==> config.mk <==
export PLATFORM = sky130hd
export DESIGN_NAME = alarm_display_ctrl_flat
export DESIGN_NICKNAME = d
export VERILOG_FILES = /design/src/rtl/alarm_display_ctrl_if.sv /design/src/rtl/alarm_display_ctrl.sv /design/src/flat_wrapper.sv
export SDC_FILE = /design/constraint.sdc
export NUM_CORES = 1
export LEC_CHECK = 0
export BUFFER_PORTS_ARGS = -buffer_cell sky130_fd_sc_hd__buf_2
export CORE_MARGIN = 2
export CORE_UTILIZATION = 50
export DETAILED_ROUTE_END_ITERATION = 12
export HOLD_SLACK_MARGIN = 0.03
export PLACE_DENSITY = 0.83
export SYNTH_ARGS = -nofsm -noshare
export SYNTH_HDL_FRONTEND = slang
export SYNTH_SLANG_ARGS = --single-unit
==> constraint.sdc <==
create_clock -name clk -period 4.9 [get_ports clk]
set_clock_uncertainty 0.1 [all_clocks]
set_input_delay 0 -clock clk [delete_from_list [all_inputs] [get_ports clk]]
set_output_delay 0 -clock clk [all_outputs]
set_load 0.05 [all_outputs]
==> src/rtl/alarm_display_ctrl_if.sv <==
// Signal bundle between the time/alarm logic and the display scan controller.
// The master drives alarm, snooze and digits; the controller returns the pin-level outputs.
interface alarm_display_ctrl_if;
    logic        alarm;
    logic        snooze;
    logic [15:0] digits;
    logic [6:0]  seg;
    logic [3:0]  an;
    logic [1:0]  mode;

    modport master (output alarm, snooze, digits, input  seg, an, mode);
    modport slave  (input  alarm, snooze, digits, output seg, an, mode);
endinterface

==> src/rtl/alarm_display_ctrl.sv <==
// Four-digit seven-segment scan controller with alarm blink and snooze sequencing.
// Outputs are registered one cycle behind the internal state, scan index and digits.
module alarm_display_ctrl #(
    parameter int SCAN_DIV   = 4,
    parameter int BLINK_LEN  = 16,
    parameter int SNOOZE_LEN = 64
) (
    input logic                 clk,
    input logic                 reset,
    alarm_display_ctrl_if.slave bus
);

    typedef enum logic [1:0] {
        NORMAL    = 2'd0,
        BLINK_ON  = 2'd1,
        BLINK_OFF = 2'd2,
        SNOOZE    = 2'd3
    } state_t;

    localparam int PH_MAX = (BLINK_LEN > SNOOZE_LEN) ? BLINK_LEN : SNOOZE_LEN;
    localparam int PH_W   = $clog2(PH_MAX);
    localparam int SC_W   = $clog2(SCAN_DIV);

    localparam logic [PH_W-1:0] BLINK_END  = PH_W'(BLINK_LEN - 1);
    localparam logic [PH_W-1:0] SNOOZE_END = PH_W'(SNOOZE_LEN - 1);
    localparam logic [SC_W-1:0] SCAN_END   = SC_W'(SCAN_DIV - 1);

    state_t          state_q, state_d;
    logic [PH_W-1:0] ph_cnt;
    logic [SC_W-1:0] scan_cnt;
    logic [1:0]      idx;
    logic [3:0]      digit_sel;
    logic            disp_active;
    logic [6:0]      seg_d, seg_q;
    logic [3:0]      an_d, an_q;
    logic [1:0]      mode_q;

    // Segment order is {A,B,C,D,E,F,G}; codes 10-15 blank the digit.
    function automatic logic [6:0] seg_decode(input logic [3:0] d);
        case (d)
            4'd0:    seg_decode = 7'b1111110;
            4'd1:    seg_decode = 7'b0110000;
            4'd2:    seg_decode = 7'b1101101;
            4'd3:    seg_decode = 7'b1111001;
            4'd4:    seg_decode = 7'b0110011;
            4'd5:    seg_decode = 7'b1011011;
            4'd6:    seg_decode = 7'b1011111;
            4'd7:    seg_decode = 7'b1110000;
            4'd8:    seg_decode = 7'b1111111;
            4'd9:    seg_decode = 7'b1111011;
            default: seg_decode = 7'b0000000;
        endcase
    endfunction

    // NOTE: next-state defaults to the current state before the case, so no path leaves it unassigned (no latch).
    always_comb begin
        state_d = state_q;
        case (state_q)
            NORMAL: begin
                if (bus.alarm) state_d = BLINK_ON;
            end
            BLINK_ON: begin
                if (!bus.alarm)              state_d = NORMAL;
                else if (bus.snooze)         state_d = SNOOZE;
                else if (ph_cnt == BLINK_END) state_d = BLINK_OFF;
            end
            BLINK_OFF: begin
                if (!bus.alarm)              state_d = NORMAL;
                else if (bus.snooze)         state_d = SNOOZE;
                else if (ph_cnt == BLINK_END) state_d = BLINK_ON;
            end
            SNOOZE: begin
                if (!bus.alarm)               state_d = NORMAL;
                else if (ph_cnt == SNOOZE_END) state_d = BLINK_ON;
            end
            default: state_d = NORMAL;
        endcase
    end

    always_comb begin
        digit_sel   = bus.digits[{idx, 2'b00} +: 4];
        disp_active = (state_q != BLINK_OFF);
        seg_d       = '0;
        an_d        = '0;
        if (disp_active) begin
            seg_d = seg_decode(digit_sel);
            an_d  = 4'b0001 << idx;
        end
    end

    // NOTE: all state is updated with non-blocking assignments so every register samples pre-edge values.
    always_ff @(posedge clk or posedge reset) begin
        if (reset) begin
            state_q  <= NORMAL;
            ph_cnt   <= '0;
            scan_cnt <= '0;
            idx      <= '0;
            seg_q    <= '0;
            an_q     <= '0;
            mode_q   <= '0;
        end else begin
            state_q <= state_d;
            // Phase counter restarts on every state change and idles at zero in NORMAL.
            if (state_d != state_q || state_q == NORMAL) ph_cnt <= '0;
            else                                         ph_cnt <= ph_cnt + 1'b1;
            if (scan_cnt == SCAN_END) begin
                scan_cnt <= '0;
                idx      <= idx + 2'd1;
            end else begin
                scan_cnt <= scan_cnt + 1'b1;
            end
            seg_q  <= seg_d;
            an_q   <= an_d;
            mode_q <= state_q;
        end
    end

    assign bus.seg  = seg_q;
    assign bus.an   = an_q;
    assign bus.mode = mode_q;

endmodule

==> src/flat_wrapper.sv <==
// flat-port wrapper written by rule: the top's interface ports become plain ports
module alarm_display_ctrl_flat 
#(
    parameter int SCAN_DIV   = 4,
    parameter int BLINK_LEN  = 16,
    parameter int SNOOZE_LEN = 64
)
  (clk, reset, bus_alarm, bus_snooze, bus_digits, bus_seg, bus_an, bus_mode);
  alarm_display_ctrl_if bus_i ();
  input logic clk;
  input logic reset;
  input wire logic [$bits(bus_i.alarm)-1:0] bus_alarm;
  input wire logic [$bits(bus_i.snooze)-1:0] bus_snooze;
  input wire logic [$bits(bus_i.digits)-1:0] bus_digits;
  output wire logic [$bits(bus_i.seg)-1:0] bus_seg;
  output wire logic [$bits(bus_i.an)-1:0] bus_an;
  output wire logic [$bits(bus_i.mode)-1:0] bus_mode;
  assign bus_i.alarm = bus_alarm;
  assign bus_i.snooze = bus_snooze;
  assign bus_i.digits = bus_digits;
  assign bus_seg = bus_i.seg;
  assign bus_an = bus_i.an;
  assign bus_mode = bus_i.mode;
  alarm_display_ctrl #(.SCAN_DIV(SCAN_DIV), .BLINK_LEN(BLINK_LEN), .SNOOZE_LEN(SNOOZE_LEN)) u_core (.clk(clk), .reset(reset), .bus(bus_i));
endmodule
==> results of run 1 <==
==> worst min-delay path, stage by stage <==
cell	delay, ns
buf_2	0.07
mux4_2	0.35
a21oi_1	0.10
==> power by group <==
| group | leakage, uW | total [uW] | internal (uW) | switching [uW] |
|---|---|---|---|---|
| sequential | 0.000321 | 219 | 215 | 3.81 |
| clock | 0.0000150 | 90.1 | 31.8 | 58.3 |
| combinational | 0.000433 | 73.6 | 24.9 | 48.7 |
==> routing by layer <==
layer  track usage [%]  vias up
met2             26.19       26
met1             20.14      441
met3             3.825        4
li1                  -      458
met4             6.250        0
met5                 0        -
==> logic make-up (layout without fill, tap and decap cells) <==
logic type,count (synthesis),count (layout),synth area share [%]
AO/OA/AOI/OAI,25,25,11.89
AND/OR/NAND/NOR,26,26,10.16
XOR/XNOR,6,6,4.062
multiplexers,6,6,9.864
flip-flops,25,25,48.36
buffers and inverters,11,48,4.062
adder cells (fa/ha/maj),12,12,11.61
==> cell usage after synthesis (all sizes together) <==
| library cell | n |
|---|---|
| dfrtp | 25 |
| ha | 12 |
| a21oi | 11 |
| inv | 8 |
| nor2 | 8 |
| and2 | 5 |
| nand2 | 5 |
| mux4 | 4 |
| xnor2 | 4 |
| o21a | 3 |
| o21ai | 3 |
| a211oi | 2 |
| a31oi | 2 |
| and3 | 2 |
| buf | 2 |
| mux2 | 2 |
| nor2b | 2 |
| xor2 | 2 |
| a21boi | 1 |
| and4 | 1 |
| clkbuf | 1 |
| nand2b | 1 |
| nand3 | 1 |
| nand4 | 1 |
| o211a | 1 |
| o211ai | 1 |
| o2bb2ai | 1 |
==> through the flow <==
stage	utilization (%)	hold slack [ns]	area, um^2
after floorplan	-	-0.07268	1294
after global placement	59.84	0.1266	1469
after detailed placement	59.84	0.1404	1469
after CTS	62.54	0.1246	1535
after global routing	62.54	0.1349	1535
final	62.54	0.1372	1535
==> area by class of cell <==
cell class              count  area (um^2)
well taps                  30        37.54
repair buffers             36        200.2
inverters                   8        30.03
clock buffers               4        26.28
flip-flops and latches     25        625.6
multi-input cells          75        615.6
fillers                   198        919.6
==> sequential cells by signal (all words and copies together) (netlist names) <==
| register | count |
|---|---|
| u_core.ph_cnt | 6 |
| u_core.bus.mode | 2 |
| u_core.bus.seg | 7 |
| u_core.state_q | 2 |
| u_core.bus.an | 4 |
| u_core.scan_cnt | 2 |
| u_core.idx | 2 |
==> worst paths after layout <==
| kind | startpoint | endpoint | cells past startpoint |
|---|---|---|---|
| max in group asynchronous | reset | u_core.state_q[0]$_DFF_PP0_ | 3 |
| worst max-delay path | u_core.idx[0]$_DFFE_PP0P_ | u_core.bus.seg[2]$_DFF_PP0_ | 7 |
| worst max register to register | u_core.idx[0]$_DFFE_PP0P_ | u_core.bus.seg[2]$_DFF_PP0_ | 7 |
| min in group asynchronous | reset | u_core.bus.seg[1]$_DFF_PP0_ | 3 |
| worst min-delay path | bus_digits[2] | u_core.bus.seg[5]$_DFF_PP0_ | 3 |
| worst min register to register | u_core.scan_cnt[0]$_DFF_PP0_ | u_core.scan_cnt[0]$_DFF_PP0_ | 1 |
==> timing repair <==
action                                 CTS  global route
endpoints found under the hold margin   28             0
hold buffers                             4             0
buffers inserted                         0             0
setup endpoints to repair                0             0
==> key figures, run 1 <==
Cells and area
  • Most frequent cells in the layout: buf_2 (32), dfrtp_1 (25), ha_1 (12), a21oi_1 (11)
  • Final #Nets: 181
  • Most common cell after layout, fill and taps aside: buf_2
  • Non-Filler Instances: 178
  • Antenna cells: 0
  • Area growth syn-to-layout: 18.67%
  • Share of layout cells above drive strength 1: 26.35%

Clock network
  • Clk sinks: 25
  • Deepest clock path buffer count: 2
  • CTS tree: done
  • TritonCTS Buffers: 3
  • Clock Pin Slew Worst Setup and Hold Paths: 0.13 ns
  • Cts repair resizes: 0
  • Clk_lat worst skew: 0.32 ns
  • H-tree levels: 1
  • Clk root buf: clkbuf_4

Yosys
  • Mean post-synth cell area: 11.66 um^2
  • Post-synthesis register bit count: 25
  • Post-synthesis cell type count: 29
  • Synth area leaders: dfrtp_1 (48%), ha_1 (12%), a21oi_1 (4.3%)
  • Synth Cell Area: 1294 um^2
  • Syn nets: 143
  • Cell taking the most area after synthesis: dfrtp_1
  • Yosys top cell area share: 48.36%
  • Cells after Synth: 111
  • Register area share after synthesis: 48.36%
  • Synth warnings: 0

Route
  • DR vias: 929
  • Initial DRC count: 13
  • Met2 wire len: 1028 um
  • Total Wirelength: 2108 um
  • DR WL met3: 112 um
  • Initial DRT Pass Iterations: 4
  • Final antenna-violating net count: 0
  • M1 WL: 943 um
  • Avg Vias per Cell: 5.219
  • Routed len/inst: 11.84 um
  • Top sig layer: met4
  • # DRC: 0

Power
  • Total Power: 382.3 uW
  • Pwr Density: 249.0 nW/um^2
  • VDD IR max: 183.7 uV
  • Leak pwr: 0.0007691 uW

Global route
  • Total gr overflow: 0
  • Gr usage total: 15.94%
  • Largest net degree at the start of global routing: 26
  • Antenna violations before repair: 0
  • First-pass GRT wire length: 3408 um
  • Vias in the first global route: 841

Critical path
  • Setup crit end kind: register
  • Worst Path Required: 5.06 ns
  • Worst path max stage delay: 0.73 ns
  • Critical path class: register to register
  • CP max stage cell: mux4_1
  • CP top delay family: multiplexers
  • Max FO, Critical Path: 8
  • Reg2reg setup slack: 2.57 ns
  • Crit path DAT: 2.49 ns
  • Critical-path cell list: mux4_1 -> inv_1 -> ha_1 -> inv_1 -> mux2_4 -> o2bb2ai_1 -> and2_1
  • WP buf/inv: 2
  • Startpoint type of the worst setup path: register
  • CP dominant cell by count: inv_1

Place
  • Dpl hpwl: 1622 um
  • Dpl cells: 170
  • Placement Setup Slack: 2.575 ns
  • IO buf count: 32
  • Gp weighted congestion: 0.8224

Timing
  • Final setup fails: 0
  • Tmin final: 2.327 ns
  • Final Max Slew Viols: 0
  • Final period utilization: 47.48%
  • RSZ-0062 raised after global routing: no
  • TNS Setup: 0 ns
  • Slew of the pin with the lowest slew margin: 0.8959 ns
  • Setup ws final: 2.573 ns
  • Peak Freq: 0.4298 GHz
  • Hold Violations, Final: 0
  • Max_slew headroom: 40.21%

Die
  • Die height: 54.87 um
  • Core ar.: 2455 um^2
  • IO Count: 33
  • Die X: 54.87 um
  • Initial Utilization: 52.70%
  • Die area: 3010 um^2
  • # rows: 18

Run
  • Max_cap viols: 0

Hold path
  • Hold crit path type: input port to register

Status
  • Status: finished, final reports clean
(Power assumes the default switching activity.)
==> run 2: changes to the inputs <==
--- a/config.mk
+++ b/config.mk
@@ -7,10 +7,10 @@
 export LEC_CHECK = 0
 export BUFFER_PORTS_ARGS = -buffer_cell sky130_fd_sc_hd__buf_2
 export CORE_MARGIN = 2
-export CORE_UTILIZATION = 50
+export CORE_UTILIZATION = 46
 export DETAILED_ROUTE_END_ITERATION = 12
 export HOLD_SLACK_MARGIN = 0.03
-export PLACE_DENSITY = 0.83
+export PLACE_DENSITY = 0.81
 export SYNTH_ARGS = -nofsm -noshare
 export SYNTH_HDL_FRONTEND = slang
 export SYNTH_SLANG_ARGS = --single-unit
==> constraint.sdc (replaced) <==
create_clock -name clk -period 1.9 [get_ports clk]
set_clock_uncertainty 0.1 [all_clocks]
set_input_delay 0 -clock clk [delete_from_list [all_inputs] [get_ports clk]]
set_output_delay 0 -clock clk [all_outputs]
set_load 0.05 [all_outputs]
==> key figures, run 2 (synthesized netlist as in run 1, its figures left out) <==
Timing
  • Slew of the pin with the lowest slew margin: 0.4626 ns (was 0.8959 ns)
  • Final setup fails: 0 (unchanged)
  • Max_slew headroom: 69.02% (was 40.21%)
  • TNS Setup: 0 ns (unchanged)
  • RSZ-0062 raised after global routing: yes (was no)
  • Peak Freq: 0.5384 GHz (was 0.4298 GHz)
  • Final period utilization: 97.75% (was 47.48%)
  • Tmin final: 1.857 ns (was 2.327 ns)
  • Hold Violations, Final: 0 (unchanged)
  • Final Max Slew Viols: 0 (unchanged)

Power
  • Flop pwr share: 56.2% (was 57.2%)
  • Sw frac: 28.99% (about the same)
  • Internal: 712.8 uW (was 271.5 uW)
  • Power share of the clock group: 22.7% (was 23.6%)
  • Leak pwr: 0.0008071 uW (was 0.0007691 uW)
  • P_sw: 291.1 uW (was 110.8 uW)
  • Pwr Density: 616.7 nW/um^2 (was 249.0 nW/um^2)
  • VDD IR max: 371.6 uV (was 183.7 uV)
  • Combinational Power Share: 21.1% (was 19.3%)

Place
  • Dpl hpwl: 1872 um (was 1622 um)
  • IO buf count: 32 (unchanged)
  • Gp weighted congestion: 0.8224 (unchanged)
  • Dpl cell area: 1528 um^2 (was 1469 um^2)

Die
  • Die X: 57.03 um (was 54.87 um)
  • IO Count: 33 (unchanged)
  • Core ar.: 2710 um^2 (was 2455 um^2)
  • # rows: 19 (was 18)
  • Die height: 57.03 um (was 54.87 um)
  • Die area: 3252 um^2 (was 3010 um^2)
  • Initial Utilization: 47.74% (was 52.70%)

Critical path
  • Startpoint type of the worst setup path: register (unchanged)
  • R2R Path Start: u_core.idx[0]$_DFFE_PP0P_ (unchanged)
  • Critical path class: register to register (unchanged)
  • Max FO, Critical Path: 3 (was 8)
  • FF-to-FF path depth: 7 (unchanged)
  • Setup crit end kind: register (unchanged)
  • Crit path DAT: 2.01 ns (was 2.49 ns)
  • Reg-to-Reg End: u_core.bus.seg[2]$_DFF_PP0_ (unchanged)
  • Worst Path Required: 2.06 ns (was 5.06 ns)
  • Reg2reg setup slack: 0.04 ns (was 2.57 ns)

Clock network
  • H-tree levels: 1 (unchanged)
  • Deepest clock path buffer count: 2 (unchanged)
  • Clk root buf: clkbuf_4 (unchanged)
  • Clk_lat worst skew: 0.30 ns (was 0.32 ns)
  • CTS tree: done (unchanged)
  • Clock Pin Slew Worst Setup and Hold Paths: 0.13 ns (about the same)
  • Clk sinks: 25 (unchanged)
  • TritonCTS Buffers: 3 (unchanged)

Cells and area
  • Fin area: 1628 um^2 (was 1535 um^2)
  • Most common cell after layout, fill and taps aside: buf_2 (unchanged)
  • Largest register FFs: 7 (unchanged)
  • Final #Nets: 190 (was 181)
  • Share of layout cells above drive strength 1: 38.22% (was 26.35%)
  • Area growth syn-to-layout: 25.82% (was 18.67%)
  • Most frequent cells in the layout: buf_2 (32), dfrtp_1 (24), ha_1 (11), a21oi_1 (10), buf_4 (9) (was buf_2 (32), dfrtp_1 (25), ha_1 (12), a21oi_1 (11))
  • Antenna cells: 0 (unchanged)

Global route
  • Vias in the first global route: 924 (was 841)
  • Gr usage total: 16.09% (was 15.94%)
  • Antenna violations before repair: 0 (unchanged)
  • Total gr overflow: 0 (unchanged)
  • First-pass GRT wire length: 3995 um (was 3408 um)
  • Largest net degree at the start of global routing: 26 (unchanged)

Hold path
  • Hold crit path type: input port to asynchronous set/reset pin (was input port to register)

Route
  • Avg Vias per Cell: 5.160 (was 5.219)
  • # DRC: 0 (unchanged)
  • Total Wirelength: 2482 um (was 2108 um)
  • Final antenna-violating net count: 0 (unchanged)
  • Initial DRT Pass Iterations: 4 (unchanged)
  • Initial DRC count: 11 (was 13)
  • DR vias: 970 (was 929)
  • Routed len/inst: 13.20 um (was 11.84 um)

Status
  • Status: finished, final reports clean (unchanged)

Run
  • Max_cap viols: 0 (unchanged)
==> run 2: cell types whose count changed in the layout (fill, tap and decap cells not counted), moves of 2 or more <==
cell	change
mux4_1	-2
inv_1	-3
inv_2	+3
buf_4	+9
mux4_2	+2
==> run 2: area by class of cell <==
class                   count  area (um^2)
clock buffers               4        26.28
fillers                   227         1082
inverters                   8        30.03
multi-input cells          75        636.9
flip-flops and latches     25        626.9
well taps                  31        38.79
repair buffers             45        269.0
==> run 2: timing repair <==
item	4_1_cts	5_1_grt
hold buffers	3	0
setup endpoints to repair	1	13
gates cloned	0	0
gates resized for setup	2	6
buffers inserted	3	0
endpoints found under the hold margin	27	0
pin swaps	1	1
==> run 2: worst max-delay path, stage by stage, from the launching register on <==
cell and delay, ns:
dfrtp_2 0.43, mux4_2 0.55, inv_2 0.10, ha_4 0.13
inv_2 0.03, mux2_4 0.25, o2bb2ai_2 0.10, and2_1 0.12
==> run 2: metal layers <==
layer,vias to the layer above,routed length [um],global-route usage (%)
met4,0,11,7.309
met3,2,136,2.721
met5,-,0,0
met2,32,1276,29.23
li1,476,-,-
met1,460,1057,18.40
==> run 2: worst max path at each step <==
stage,depth (start not counted),from,end
global placement,7,u_core.idx[0]$_DFFE_PP0P_,u_core.bus.seg[2]$_DFF_PP0_
CTS,7,u_core.idx[0]$_DFFE_PP0P_,u_core.bus.seg[2]$_DFF_PP0_
finish,7,u_core.idx[0]$_DFFE_PP0P_,u_core.bus.seg[2]$_DFF_PP0_
floorplan,8,u_core.idx[0]$_DFFE_PP0P_,u_core.bus.seg[2]$_DFF_PP0_
global route,7,u_core.idx[0]$_DFFE_PP0P_,u_core.bus.seg[2]$_DFF_PP0_
detailed placement,5,u_core.idx[0]$_DFFE_PP0P_,u_core.bus.seg[2]$_DFF_PP0_
==> run 2: through the flow <==
step                hold slack (ns)  total power [uW]  worst slack (ns)  util [%]  std cells
finish                       0.1712              1004           0.04266     60.06        188
global route                 0.1906              1052          -0.06866     60.06        188
CTS                          0.1681              1009         -0.006778     59.42        188
detailed placement         -0.03507             772.4           0.01122     56.37        178
global placement           -0.04384             767.0           0.05644     56.37        178
floorplan                  -0.07268             709.9          -0.04507         -        111
==> run 2: power by group through the flow <==
stage	clock network, uW	registers, uW	logic, uW
after CTS	237	564	208
after floorplan	0	640	70.0
final	228	564	212
after global placement	0	575	192
after detailed placement	0	574	198
after global routing	257	567	228
==> run 3: changes to the inputs <==
--- a/config.mk
+++ b/config.mk
@@ -10,6 +10,7 @@
 export CORE_UTILIZATION = 46
 export DETAILED_ROUTE_END_ITERATION = 12
 export HOLD_SLACK_MARGIN = 0.03
+export MAX_ROUTING_LAYER = met4
 export PLACE_DENSITY = 0.81
 export SYNTH_ARGS = -nofsm -noshare
 export SYNTH_HDL_FRONTEND = slang
==> key figures, run 3 (synthesized netlist as in run 1, its figures left out) <==
Status
  • Status: finished, final reports clean (unchanged)

Critical path
  • Setup crit end kind: register (unchanged)
  • Worst Path Required: 2.06 ns (about the same)
  • Critical path class: register to register (unchanged)
  • R2R Path Start: u_core.idx[0]$_DFFE_PP0P_ (unchanged)
  • Max FO, Critical Path: 3 (unchanged)
  • CP dominant cell by count: inv_2 (unchanged)
  • Worst path max stage delay: 0.55 ns (about the same)
  • FF-to-FF path depth: 7 (unchanged)
  • Reg-to-Reg End: u_core.bus.seg[2]$_DFF_PP0_ (unchanged)
  • Crit path DAT: 2.01 ns (about the same)
  • Startpoint type of the worst setup path: register (unchanged)
  • Reg2reg setup slack: 0.04 ns (about the same)
  • CP max stage cell: mux4_2 (unchanged)
  • Critical-path cell list: mux4_2 -> inv_2 -> ha_4 -> inv_2 -> mux2_4 -> o2bb2ai_2 -> and2_1 (unchanged)

Timing
  • Slew of the pin with the lowest slew margin: 0.4626 ns (unchanged)
  • Final setup fails: 0 (unchanged)
  • Hold_ws: 0.1712 ns (unchanged)
  • Max_slew headroom: 69.02% (unchanged)
  • Tmin final: 1.857 ns (unchanged)
  • Final period utilization: 97.75% (unchanged)
  • RSZ-0062 raised after global routing: yes (unchanged)
  • Peak Freq: 0.5384 GHz (unchanged)
  • Hold Violations, Final: 0 (unchanged)
  • Final Max Slew Viols: 0 (unchanged)

Clock network
  • Clk_lat worst skew: 0.30 ns (about the same)
  • H-tree levels: 1 (unchanged)
  • Clk root buf: clkbuf_4 (unchanged)
  • Deepest clock path buffer count: 2 (unchanged)
  • Clock Pin Slew Worst Setup and Hold Paths: 0.13 ns (about the same)
  • TritonCTS Buffers: 3 (unchanged)
  • CTS tree: done (unchanged)
  • Clk sinks: 25 (unchanged)

Cells and area
  • Area growth syn-to-layout: 25.82% (unchanged)
  • Register Area: 626.9 um^2 (unchanged)
  • Area of the multi-input gates: 636.9 um^2 (unchanged)
  • Largest register FFs: 7 (unchanged)
  • Antenna cells: 0 (unchanged)
  • Share of layout cells above drive strength 1: 38.22% (unchanged)
  • Most common cell after layout, fill and taps aside: buf_2 (unchanged)
  • Most frequent cells in the layout: buf_2 (32), dfrtp_1 (24), ha_1 (11), a21oi_1 (10), buf_4 (9) (unchanged)
  • Non-Filler Instances: 188 (unchanged)
  • Fillcell total: 227 (unchanged)
  • Fin util: 60.06% (unchanged)
  • Final #Nets: 190 (unchanged)

Place
  • IO buf count: 32 (unchanged)
  • Dpl hpwl: 1872 um (unchanged)
  • Gp weighted congestion: 0.8348 (was 0.8224)
  • Dpl cells: 178 (unchanged)

Route
  • Initial DRC count: 11 (unchanged)
  • # DRC: 0 (unchanged)
  • Total Wirelength: 2482 um (unchanged)
  • Avg Vias per Cell: 5.160 (unchanged)
  • Final antenna-violating net count: 0 (unchanged)
  • Routed len/inst: 13.20 um (unchanged)
  • DR vias: 970 (unchanged)
  • Initial DRT Pass Iterations: 4 (unchanged)

Die
  • IO Count: 33 (unchanged)
  • Die height: 57.03 um (unchanged)
  • Die X: 57.03 um (unchanged)
  • # rows: 19 (unchanged)
  • Initial Utilization: 47.74% (unchanged)
  • Die area: 3252 um^2 (unchanged)
  • Core ar.: 2710 um^2 (unchanged)

Global route
  • Total gr overflow: 0 (unchanged)
  • Antenna violations before repair: 0 (unchanged)
  • First-pass GRT wire length: 3995 um (unchanged)
  • Largest net degree at the start of global routing: 26 (unchanged)
  • Vias in the first global route: 924 (unchanged)
  • Gr usage total: 16.59% (was 16.09%)

Power
  • VDD IR max: 371.6 uV (unchanged)
  • Pwr Density: 616.7 nW/um^2 (unchanged)
  • Leak pwr: 0.0008071 uW (unchanged)

Hold path
  • Hold crit path type: input port to asynchronous set/reset pin (unchanged)

Run
  • Max_cap viols: 0 (unchanged)
==> run 3: worst max path at each step <==
stage | start | end | slack [ns]
floorplan | u_core.idx[0]$_DFFE_PP0P_ | u_core.bus.seg[2]$_DFF_PP0_ | -0.05
global placement | u_core.idx[0]$_DFFE_PP0P_ | u_core.bus.seg[2]$_DFF_PP0_ | 0.06
detailed placement | u_core.idx[0]$_DFFE_PP0P_ | u_core.bus.seg[2]$_DFF_PP0_ | 0.01
CTS | u_core.idx[0]$_DFFE_PP0P_ | u_core.bus.seg[2]$_DFF_PP0_ | -0.007
global route | u_core.idx[0]$_DFFE_PP0P_ | u_core.bus.seg[2]$_DFF_PP0_ | -0.07
finish | u_core.idx[0]$_DFFE_PP0P_ | u_core.bus.seg[2]$_DFF_PP0_ | 0.04
==> run 3: per-stage QoR <==
| stage | TNS [ns] | total power [uW] | setup slack, ns | cell area (um^2) |
|---|---|---|---|---|
| 2_1_floorplan | -0.04507 | 709.9 | -0.04507 | 1299 |
| 3_3_place_gp | 0 | 767.0 | 0.05644 | 1528 |
| 3_5_place_dp | 0 | 772.4 | 0.01122 | 1528 |
| 4_1_cts | -0.006778 | 1009 | -0.006778 | 1610 |
| 5_1_grt | -0.07967 | 1052 | -0.06866 | 1628 |
| 6_report | 0 | 1004 | 0.04266 | 1628 |
==> run 3: what timing repair did <==
item / CTS / global route
hold buffers: 3 / 0
pin swaps: 1 / 1
resized for setup: 2 / 6
buffers inserted: 3 / 0
setup endpoints to repair: 1 / 13
endpoints found under the hold margin: 27 / 0
==> run 3: area by class of cell <==
| class | instances | area share, % |
|---|---|---|
| timing repair buffer | 45 | 16.53 |
| tap | 31 | 2.383 |
| inverter | 8 | 1.845 |
| clock buffer | 4 | 1.614 |
| multi-input combinational | 75 | 39.12 |
| sequential | 25 | 38.51 |
==> run 3: layer usage <==
metal,up-vias,GRT usage [%],share of wire [%]
met3,2,2.494,5.3
met1,460,18.55,43
met5,-,-,0
li1,476,-,-
met4,0,7.309,0.44
met2,32,29.23,51
==> run 3: worst max-delay path: cells and delay by family, from the launching register on <==
kind | cells | cell delay, ns
DFF | 1 | 0.43
muxes | 2 | 0.80
adders and majority gates | 1 | 0.13
AOI/OAI and AO/OA | 1 | 0.10
and+or+nand+nor | 1 | 0.12
buffers and inverters | 2 | 0.13
==> run 3: power breakdown <==
group	total, uW	switching (uW)	internal (uW)	leakage, uW
combinational	212	135	77.1	0.000473
clock	228	146	81.8	0.0000150
sequential	564	10.3	554	0.000319
